**src/rtl/reflet_uart_tx_arbiter.sv**
```systemverilog
// reflet_uart_tx_arbiter: round-robin sharing of the UART transmit channel with burst lock and watchdog
module reflet_uart_tx_arbiter #(
  parameter int nreq = 4,
  parameter int timeout = 2048,
  parameter int max_burst = 16
) (
  input  logic                 clk,
  input  logic                 reset,
  input  logic                 enable,
  input  logic [nreq-1:0]      req_valid,
  input  logic [8*nreq-1:0]    req_data,
  input  logic [nreq-1:0]      req_lock,
  output logic [nreq-1:0]      req_ready,
  output logic [nreq-1:0]      grant,
  output logic [7:0]           tx_data,
  output logic                 tx_start,
  input  logic                 tx_end,
  output logic                 timeout_err,
  output logic                 busy
);
  localparam int PW = $clog2(nreq);
  typedef enum logic [1:0] {IDLE, SEND, RELEASE} state_t;
  state_t          r_state;
  logic [PW-1:0]   r_rr_ptr, w_win, w_idx;
  logic [nreq-1:0] w_onehot;
  logic            r_lock_active, w_keep, w_lock_next, r_tx_end_q;
  logic [7:0]      r_burst_cnt, w_burst_base;
  logic [15:0]     r_wd;
  assign busy = r_state != IDLE;
  // winner: locked owner if still valid, else first valid index after the last winner
  always_comb begin
    w_keep = r_lock_active && req_valid[r_rr_ptr];
    w_win = r_rr_ptr;
    w_idx = '0;
    for (int k = nreq; k >= 1; k--) begin
      w_idx = PW'((int'(r_rr_ptr) + k) % nreq);
      if (!w_keep && req_valid[w_idx]) w_win = w_idx;
    end
    w_onehot = '0;
    w_onehot[w_win] = 1'b1;
    w_burst_base = w_keep ? r_burst_cnt : 8'd0;
    w_lock_next = req_lock[w_win] && (int'(w_burst_base) + 1 < max_burst);
  end
  // grant / send / release sequencing with watchdog abort
  always_ff @(posedge clk) begin
    if (reset) begin
      r_state <= IDLE;
      tx_start <= 1'b0;
      tx_data <= 8'd0;
      grant <= '0;
      req_ready <= '0;
      timeout_err <= 1'b0;
      r_rr_ptr <= PW'(nreq - 1);
      r_lock_active <= 1'b0;
      r_burst_cnt <= 8'd0;
      r_tx_end_q <= 1'b0;
      r_wd <= 16'd0;
    end else begin
      req_ready <= '0;
      timeout_err <= 1'b0;
      r_tx_end_q <= tx_end;
      case (r_state)
        IDLE: if (enable && |req_valid) begin
          tx_data <= req_data[{w_win, 3'b000} +: 8];
          grant <= w_onehot;
          req_ready <= w_onehot;
          tx_start <= 1'b1;
          r_rr_ptr <= w_win;
          r_wd <= 16'd0;
          r_lock_active <= w_lock_next;
          r_burst_cnt <= w_lock_next ? w_burst_base + 8'd1 : 8'd0;
          r_state <= SEND;
        end
        SEND: if (tx_end && !r_tx_end_q) begin
          tx_start <= 1'b0;
          r_state <= RELEASE;
        end else if (r_wd == 16'(timeout - 1)) begin
          tx_start <= 1'b0;
          timeout_err <= 1'b1;
          r_lock_active <= 1'b0;
          r_burst_cnt <= 8'd0;
          grant <= '0;
          r_state <= IDLE;
        end else r_wd <= r_wd + 16'd1;
        RELEASE: if (!tx_end) begin
          grant <= '0;
          r_state <= IDLE;
        end
        default: r_state <= IDLE;
      endcase
    end
  end
endmodule
```
**config.mk**
```make
export PLATFORM = sky130hd
export DESIGN_NAME = reflet_uart_tx_arbiter
export DESIGN_NICKNAME = d
export VERILOG_FILES = /design/src/rtl/reflet_uart_tx_arbiter.sv
export SDC_FILE = /design/constraint.sdc
export NUM_CORES = 1
export LEC_CHECK = 0
export CORE_MARGIN = 4
export CORE_UTILIZATION = 50
export DETAILED_ROUTE_END_ITERATION = 7
export PLACE_DENSITY = 0.81
export SYNTH_ARGS = -nofsm -noshare
export SYNTH_HDL_FRONTEND = slang
export SYNTH_SLANG_ARGS = --single-unit
```
**constraint.sdc**
```tcl
create_clock -name clk -period 6.6 [get_ports clk]
set_input_delay 0.66 -clock clk [delete_from_list [all_inputs] [get_ports clk]]
set_output_delay 0.66 -clock clk [all_outputs]
set_load 0.1 [all_outputs]
```
Yosys cells after proc, flatten, opt, wreduce, memory -nomap -nowiden
Index checks and enable logic that the tools add are counted.

Register bits: 48. Bits in latches: 0. RAM bits: 0. Bits in read-only memories: 0. Input bits: 44. Output and inout bits: 19. Word-level logic and storage cells: 109. Memories: 0.

Add/sub/neg operators: 7. Multiply operators: 0. Div/mod/pow operators: 0. $lt $le $gt $ge: 8. Eq/ne operators: 9. Shifts and indexed selects: 1. Multiplexer cells: 46. Bitwise operators: 3. Reduce and logical (&&, ||, !) cells: 24.

Operators by type and width (count): 16-bit 2-to-1 mux (3); 8-bit 2-to-1 mux (5); 16-bit case mux with 2 select lines (1); 32-bit by 6-bit indexed part select with 8-bit output (1); 2-bit by 3-bit less-than comparator with 1-bit output (second input constant) (6); 16-bit by 1-bit adder with 16-bit output (second input constant) (1); 16-bit by 11-bit == test with 1-bit output (second input constant) (1); 2-bit 2-to-1 mux (8); 4-bit 2-to-1 mux (4); 8-bit case mux with 2 select lines (1); 1-bit 2-to-1 mux (13); 1-bit binary-select mux with 2-bit select (6); 4-bit case mux with 3 select lines (1); 2-bit != test (second input constant) (5); 8-bit by 1-bit adder with 9-bit output (second input constant) (1); 1-bit logical AND (9); 9-bit by 5-bit less-than comparator with 1-bit output (second input constant) (1); 8-bit by 1-bit adder with 8-bit output (second input constant) (1); 4-bit AND reduction (2); 2-bit case mux with 3 select lines (1); 3-bit AND reduction (2); 3-bit OR reduction (2); 5-bit AND reduction (1); 2-bit by 1-bit adder with 2-bit output (second input constant) (2); other kinds (14) (20).

Depth between registers and ports, before layout
Gate-level depths: netlist of run 1.

Word-level depth: 15. Mapped depth: 12. Depth with buffers taken out: 11.

Least setup slack after synthesis of run 1
Ideal clock, no wire load.

Kind: input to register. Start point: input port req_valid[1]. End point: register r_burst_cnt[0]. Setup time: 0.128 ns. Arrival: 2.470 ns. Data required time: 6.472 ns. Path slack: 4.002 ns. Stages on the path: 7. Buffers on the path: 0. Cell sequence: or3b_1 -> a21oi_1 -> and4bb_4 -> xnor2_4 -> mux4_2 -> a32oi_1 -> nor2_1.

Cells in the longest elaborated chain, start to end: 15. Elaborated cells on any way between the ends: 34. Those cells by class: 2 x add/sub; 1 x order compare; 1 x eq/ne; 20 x mux; 10 x reduce/logical.

Ends and longest elaborated chain: start: declaration (line 10) `input logic [nreq-1:0] req_valid,`; branches (longest 15 deep; another with 8-bit by 1-bit adder with 9-bit output); end signal: assignment (line 71) `r_burst_cnt <= w_lock_next ? w_burst_base + 8'd1 : 8'd0;`; end: declaration (line 27) `logic [7:0] r_burst_cnt, w_burst_base;`.

Several ways; the timed one is not identified. The select of a mux whose other input is x is not followed. A chain may end at the register's enable or synchronous reset.

Worst setup path in the final report of run 1
Start point: input port req_valid[2]. End point: register r_burst_cnt[1].

The elaborated chain is that of the path after synthesis.

==> results_dict.tcl, run 1 <==
set metrics [dict create \
    status "finished, final reports clean" \
    antenna_found_initial 0 \
    cts_tree "built" \
    gr-usage-all-layers 0.192 \
    synth_xor_area_frac 0.0609 \
    ys_async_sr_fraction 0 \
    ys_seq_elements 48 \
    route.met3.wl_um 472 \
    synth_compound_area_frac 0.110 \
    tns_ns 0 \
    syn_nets 318 \
    synthCells 268 \
    wire_per_inst_um 14.2 \
    yosysSeqAreaShare 0.390 \
    synthAdderAreaFrac 0.0304 \
    drive_above_1_share 0.0579 \
    start_util 0.519 \
    yosys_warnings 0 \
    finalCritPeriodShare 0.489 \
    grt_max_degree 31 \
    ys.flop_type "dfxtp_1" \
    fill_cells 395 \
    slowest_delay_ns 0.63 \
    cellPowerDensity_nw_per_um2 286 \
    fmax_ghz 0.310 \
    ioPinCount 63 \
    io_buffers 62 \
    critical_path_required_ns 6.75 \
    setup_ws_ns 3.37 \
    hold_ws_ns 0.460 \
    cts_root_buffer "clkbuf_8" \
    drt_iter0_drc 139 \
    worstMarginPinSlew_ns 1.15 \
    drt_wl_total_um 5600 \
    cp-end-kind "flop" \
    p_leak_uw 0.00125 \
    placed_cells 387 \
    cts-hold-fix-buffers 0 \
    worst-setup-path-type "in2reg" \
    dr.max_layer_used "met4" \
    drc_errors 0 \
    cts_sinks 48 \
    grt_first_pass_wirelength_um 9430 \
    htreeDepth 2 \
    drv_cap 0 \
    hold_depth 2 \
    synthMuxAreaShare 0.124 \
    multi_input_area_um2 1420 \
    fin_nets 377 \
    cts_resized 0 \
    finClkSkew_ns 0.00305 \
    cts_setup_buffers 0 \
    crit_chain "clkdlybuf4s50_1 -> or3b_1 -> a21oi_1 -> and4bb_4 -> xnor2_4 -> mux4_2 -> a32oi_1 -> nor2_1" \
    reg2regPathDepth 7 \
    synthesis.area_um2 2470 \
    rsz0062_at_grt "false" \
    drtAntennaViolNets 0 \
    synth_top_family_by_area "simple AND/OR/NAND/NOR gates" \
    vias 2147 \
    dr_wl_met2_um 2660 \
    die_h_um 78.2 \
    insertion_delay_ns 0.30 \
    pre_cts_ws_ns 3.04 \
    worst_ep_arrival_time_ns 3.38 \
    clockBufferDepth 2 \
    setup_viol 0 \
    startpoint_type "input pin" \
    die_w_um 78.2 \
    slew_viol_final 0 \
    synth_edf_count 0 \
    maxSlewHeadroom 0.232 \
    dieArea_um2 6120 \
    cts_buffers 5 \
    irDropWorstVdd_mv 0.181 \
    vias_per_cell 5.44 \
    area_delta_synth_final_pct 30.4 \
    num_antenna_cells 0 \
    synth-simple-area-share 0.252 \
    core_area_um2 4750 \
    instances_no_fill 395 \
    routedLengthMet1_um 2370 \
    finalHoldViolCount 0 \
    drt_pass1_iterations 4 \
    gp_routability_congestion 0.765 \
    regArea_um2 961 \
    ys_types 52 \
    grt_pass1_vias 2129 \
    critPathMaxFanout 17 \
    rows 25 \
    overflow 0 \
    layout_min_cycle_time_ns 3.23 \
    cp_slowest_cell "mux4_2" \
    clk_pin_slew_worst_paths_ns 0.08 \
    syn_area_per_cell_um2 9.20 \
    dp_hpwl_um 4190 \
    worstHoldPathType "reg2reg" \
]
cell usage in the layout (no fill, tap or decap), types with 2 or more instances in the layout:
master and n:
mux4_1 6, mux4_2 3, dfxtp_1 48, nand3_1 7, nand2_1 32, and3_1 6, o41ai_1 2, and2_1 8
a21oi_1 19, ha_1 6, or4_1 2, nor2_1 35, clkdlybuf4s50_1 62, nor3_1 4, xnor2_1 3, or2_2 2
mux2i_1 8, inv_1 7, o21ai_0 3, nand4_1 6, a211oi_1 2, a21o_1 2, nor2b_1 3, clkbuf_8 6
a32oi_1 2, or3_1 5, and3b_1 3, xor2_1 11
cell type report:
cell class                      instances  share of cell area
Inverter                                7             0.00817
Tap cell                               67              0.0261
Sequential cell                        48               0.299
Clock inverter                          1             0.00233
Multi-Input combinational cell        202               0.442
Timing Repair Buffer                   63               0.195
Clock buffer                            7              0.0268
cells by family (layout without fill, tap and decap cells):
family | Yosys count | count (layout)
flops | 48 | 48
mux | 17 | 17
compound gates | 41 | 41
buf+inv | 18 | 78
fa+ha+maj | 6 | 6
simple gates | 123 | 123
xor+xnor | 15 | 15
worst max-delay path: cells and delay by family:
kind	cells	cell delay [ns]
AND/OR/NAND/NOR	3	0.69
multiplexers	1	0.63
buffers and inverters	1	0.57
XOR/XNOR	1	0.47
AO/OA/AOI/OAI	2	0.36
synth_stat cells (6+ instances only):
library cell  number  area [um2]
dfxtp_1           48         961
nor2_1            35         131
nand2_1           32         120
a21oi_1           19        95.1
xor2_1            11        96.3
and2_1             8        50.1
mux2i_1            8        80.1
inv_1              7        26.3
nand3_1            7        35.0
and3_1             6        37.5
clkbuf_1           6        22.5
ha_1               6        75.1
mux4_1             6         158
nand4_1            6        37.5
final timing paths:
path                            start                          end  slack, ns
min           tx_data[6]$_SDFFE_PP0P_      tx_data[6]$_SDFFE_PP0P_       0.46
max reg2reg  r_rr_ptr[0]$_SDFFE_PP1P_  r_burst_cnt[1]$_SDFFE_PP0P_       3.66
max                      req_valid[2]  r_burst_cnt[1]$_SDFFE_PP0P_       3.37
min reg2reg   tx_data[6]$_SDFFE_PP0P_      tx_data[6]$_SDFFE_PP0P_       0.46
layer usage:
layer	up-vias	GRT usage
li1	1074	-
met1	1008	0.224
met2	55	0.313
met3	10	0.0757
met4	0	0.0822
met5	-	0
flip-flops by register name (all words and copies together), names as in the netlist:
register       count
r_wd              16
r_burst_cnt        8
tx_data            8
grant              4
req_ready          4
r_rr_ptr           2
r_state            2
r_lock_active      1
r_tx_end_q         1
timeout_err        1
tx_start           1
through the flow:
step / power [uW] / area, um2 / utilization
after floorplan: 654 / 2470 / -
after global placement: 741 / 3120 / 0.657
after detailed placement: 746 / 3120 / 0.657
after CTS: 929 / 3220 / 0.676
after global routing: 972 / 3220 / 0.676
final: 921 / 3220 / 0.676
power breakdown:
group | switching (uW) | total, uW | internal (uW) | leakage [uW]
logic | 259 | 407 | 148 | 0.000811
registers | 19.2 | 333 | 314 | 0.000390
clock network | 96.0 | 181 | 85.2 | 0.0000445
No activity file was read; power rests on OpenSTA's default activity.
==> run 2: changes to the inputs <==
- CORE_UTILIZATION: 50 -> 49
- PLACE_DENSITY: 0.81 -> 0.8
- clock period: 6.6 -> 3.15 ns (I/O delays scaled with it)
==> run 2 against run 1 <==
Against the previous run: final area is 1.4% higher; final cell count is 1.3% higher; sequential share of layout area is 0.41 points lower; critical endpoint is now r_burst_cnt[0]$_SDFFE_PP0P_; wire length is 3.4% lower; clock power is 120% higher; critical path depth is 1 lower; count of clock-buffer cells in the layout stayed put; flip-flop and latch count stayed put.
==> results_dict.tcl, run 2 (synthesized netlist as in run 1, its figures left out) <==
set metrics [dict create \
    cts_sinks 48 \
    cts_setup_buffers 0 \
    critical_path_required_ns 3.35 \
    fmax_ghz 0.367 \
    die_w_um 78.9 \
    cts_root_buffer "clkbuf_8" \
    drv_cap 0 \
    fin_nets 383 \
    finClkSkew_ns 0.00649 \
    antenna_found_initial 0 \
    cts_buffers 5 \
    ioPinCount 63 \
    start_util 0.515 \
    reg2reg_slack_ns 0.42 \
    insertion_delay_ns 0.30 \
    reg2regPathDepth 7 \
    layout_common_cells "clkdlybuf4s50_1 (61), dfxtp_1 (48), nor2_1 (35)" \
    cts_resized 0 \
    regMostFlops "r_wd" \
    grt_pass1_vias 2060 \
    finalHoldViolCount 0 \
    crit_start "r_rr_ptr[0]$_SDFFE_PP1P_" \
    slew_viol_final 0 \
    drc_errors 0 \
    htreeDepth 2 \
    placed_area_um2 3160 \
    finalPower_uw 1950 \
    layout_min_cycle_time_ns 2.73 \
    worstHoldPathType "reg2reg" \
    pre_cts_ws_ns 0.186 \
    area_delta_synth_final_pct 32.2 \
    crit_family "multiplexers" \
    crit_chain "mux2i_1 -> o22ai_2 -> and4bb_4 -> xnor2_4 -> mux4_2 -> a32oi_1 -> nor2_1" \
    dp_hpwl_um 4180 \
    finalCritPeriodShare 0.866 \
    startpoint_type "flop" \
    maxSlewHeadroom 0.325 \
    slowest_delay_ns 0.64 \
    vias 2124 \
    final_area_um2 3260 \
    io_buffers 62 \
    critPathMaxFanout 10 \
    cp-end-kind "flop" \
    overflow 0 \
    rows 25 \
    worst_setup_path_endpoint "r_burst_cnt[0]$_SDFFE_PP0P_" \
    worst_ep_arrival_time_ns 2.92 \
    worstMarginPinSlew_ns 1.01 \
    cts-hold-fix-buffers 0 \
    crit_buf_inv 0 \
    grt_first_pass_wirelength_um 9020 \
    core_area_um2 4790 \
    largest_registers "r_wd: 16 flops, r_burst_cnt: 8 flops, tx_data: 8 flops" \
    setup_viol 0 \
    drt_wl_total_um 5410 \
    fill_cells 381 \
    irDropWorstVdd_mv 0.400 \
    num_antenna_cells 0 \
    grt_max_degree 18 \
    wire_per_inst_um 13.5 \
    cp_slowest_cell "dfxtp_1" \
    p_leak_uw 0.00128 \
    reg2reg_from "r_rr_ptr[0]$_SDFFE_PP1P_" \
    tns_ns 0 \
    status "finished, final reports clean" \
    gp_routability_congestion 0.788 \
    rsz0062_at_grt "false" \
    cts_tree "built" \
    worst-setup-path-type "reg2reg" \
    drtAntennaViolNets 0 \
    placed_cells 393 \
    cellPowerDensity_nw_per_um2 599 \
    layout_commonest_cell "clkdlybuf4s50_1" \
    instances_no_fill 400 \
    die_h_um 78.9 \
    drt_iter0_drc 123 \
    r2r-end "r_burst_cnt[0]$_SDFFE_PP0P_" \
    cp.depth 7 \
    clk_pin_slew_worst_paths_ns 0.08 \
    clockBufferDepth 2 \
    setup_ws_ns 0.422 \
    dieArea_um2 6230 \
    drive_above_1_share 0.0781 \
    drt_pass1_iterations 4 \
    largest_reg_flops 16 \
    gr-usage-all-layers 0.181 \
    vias_per_cell 5.31 \
]
-- run 2: cell count changes in the layout (fill, tap and decap cells not counted), sizes merged --
cell           previous run  this run
clkinvlp                  1         0
clkdlybuf4s50            62        61
buf                       1         8
-- run 2: stage by stage --
step	utilization	hold slack, ns
floorplan	-	0.430
global placement	0.661	0.443
detailed placement	0.661	0.449
CTS	0.681	0.457
global route	0.681	0.477
finish	0.681	0.455
-- run 2: power breakdown --
group	internal [uW]	switching, uW
registers	657	38.8
logic	321	545
clock network	196	195
-- run 2: metal layers --
layer  wire, um  vias to the layer above  global-route usage
met3        456                        6              0.0714
li1           -                     1083                   -
met2       2510                       52               0.306
met5          0                        -                   0
met4         57                        0              0.0515
met1       2380                      983               0.212
-- run 2: worst min path at each step --
stage | depth (start not counted) | from | endpoint
after floorplan | 1 | r_burst_cnt[7]$_SDFFE_PP0P_ | r_burst_cnt[7]$_SDFFE_PP0P_
after global placement | 2 | tx_data[5]$_SDFFE_PP0P_ | tx_data[5]$_SDFFE_PP0P_
after detailed placement | 1 | r_burst_cnt[5]$_SDFFE_PP0P_ | r_burst_cnt[5]$_SDFFE_PP0P_
after CTS | 2 | tx_data[6]$_SDFFE_PP0P_ | tx_data[6]$_SDFFE_PP0P_
after global routing | 2 | tx_data[6]$_SDFFE_PP0P_ | tx_data[6]$_SDFFE_PP0P_
final | 2 | tx_data[6]$_SDFFE_PP0P_ | tx_data[6]$_SDFFE_PP0P_
-- run 2: worst reg2reg max path: stages (launching register included) --
cell,delay (ns)
dfxtp_1,0.64
mux2i_1,0.18
o22ai_2,0.31
and4bb_4,0.27
xnor2_4,0.32
mux4_2,0.61
a32oi_1,0.24
nor2_1,0.05
-- run 2: cell type report --
| type | instances | area, um2 | share of cell area |
|---|---|---|---|
| clock buffer | 7 | 96.3 | 0.0295 |
| inverter | 7 | 26.3 | 0.00806 |
| timing repair buffer | 69 | 671 | 0.206 |
| tap | 67 | 83.8 | 0.0257 |
| multi-input combinational | 202 | 1420 | 0.436 |
| sequential | 48 | 961 | 0.295 |
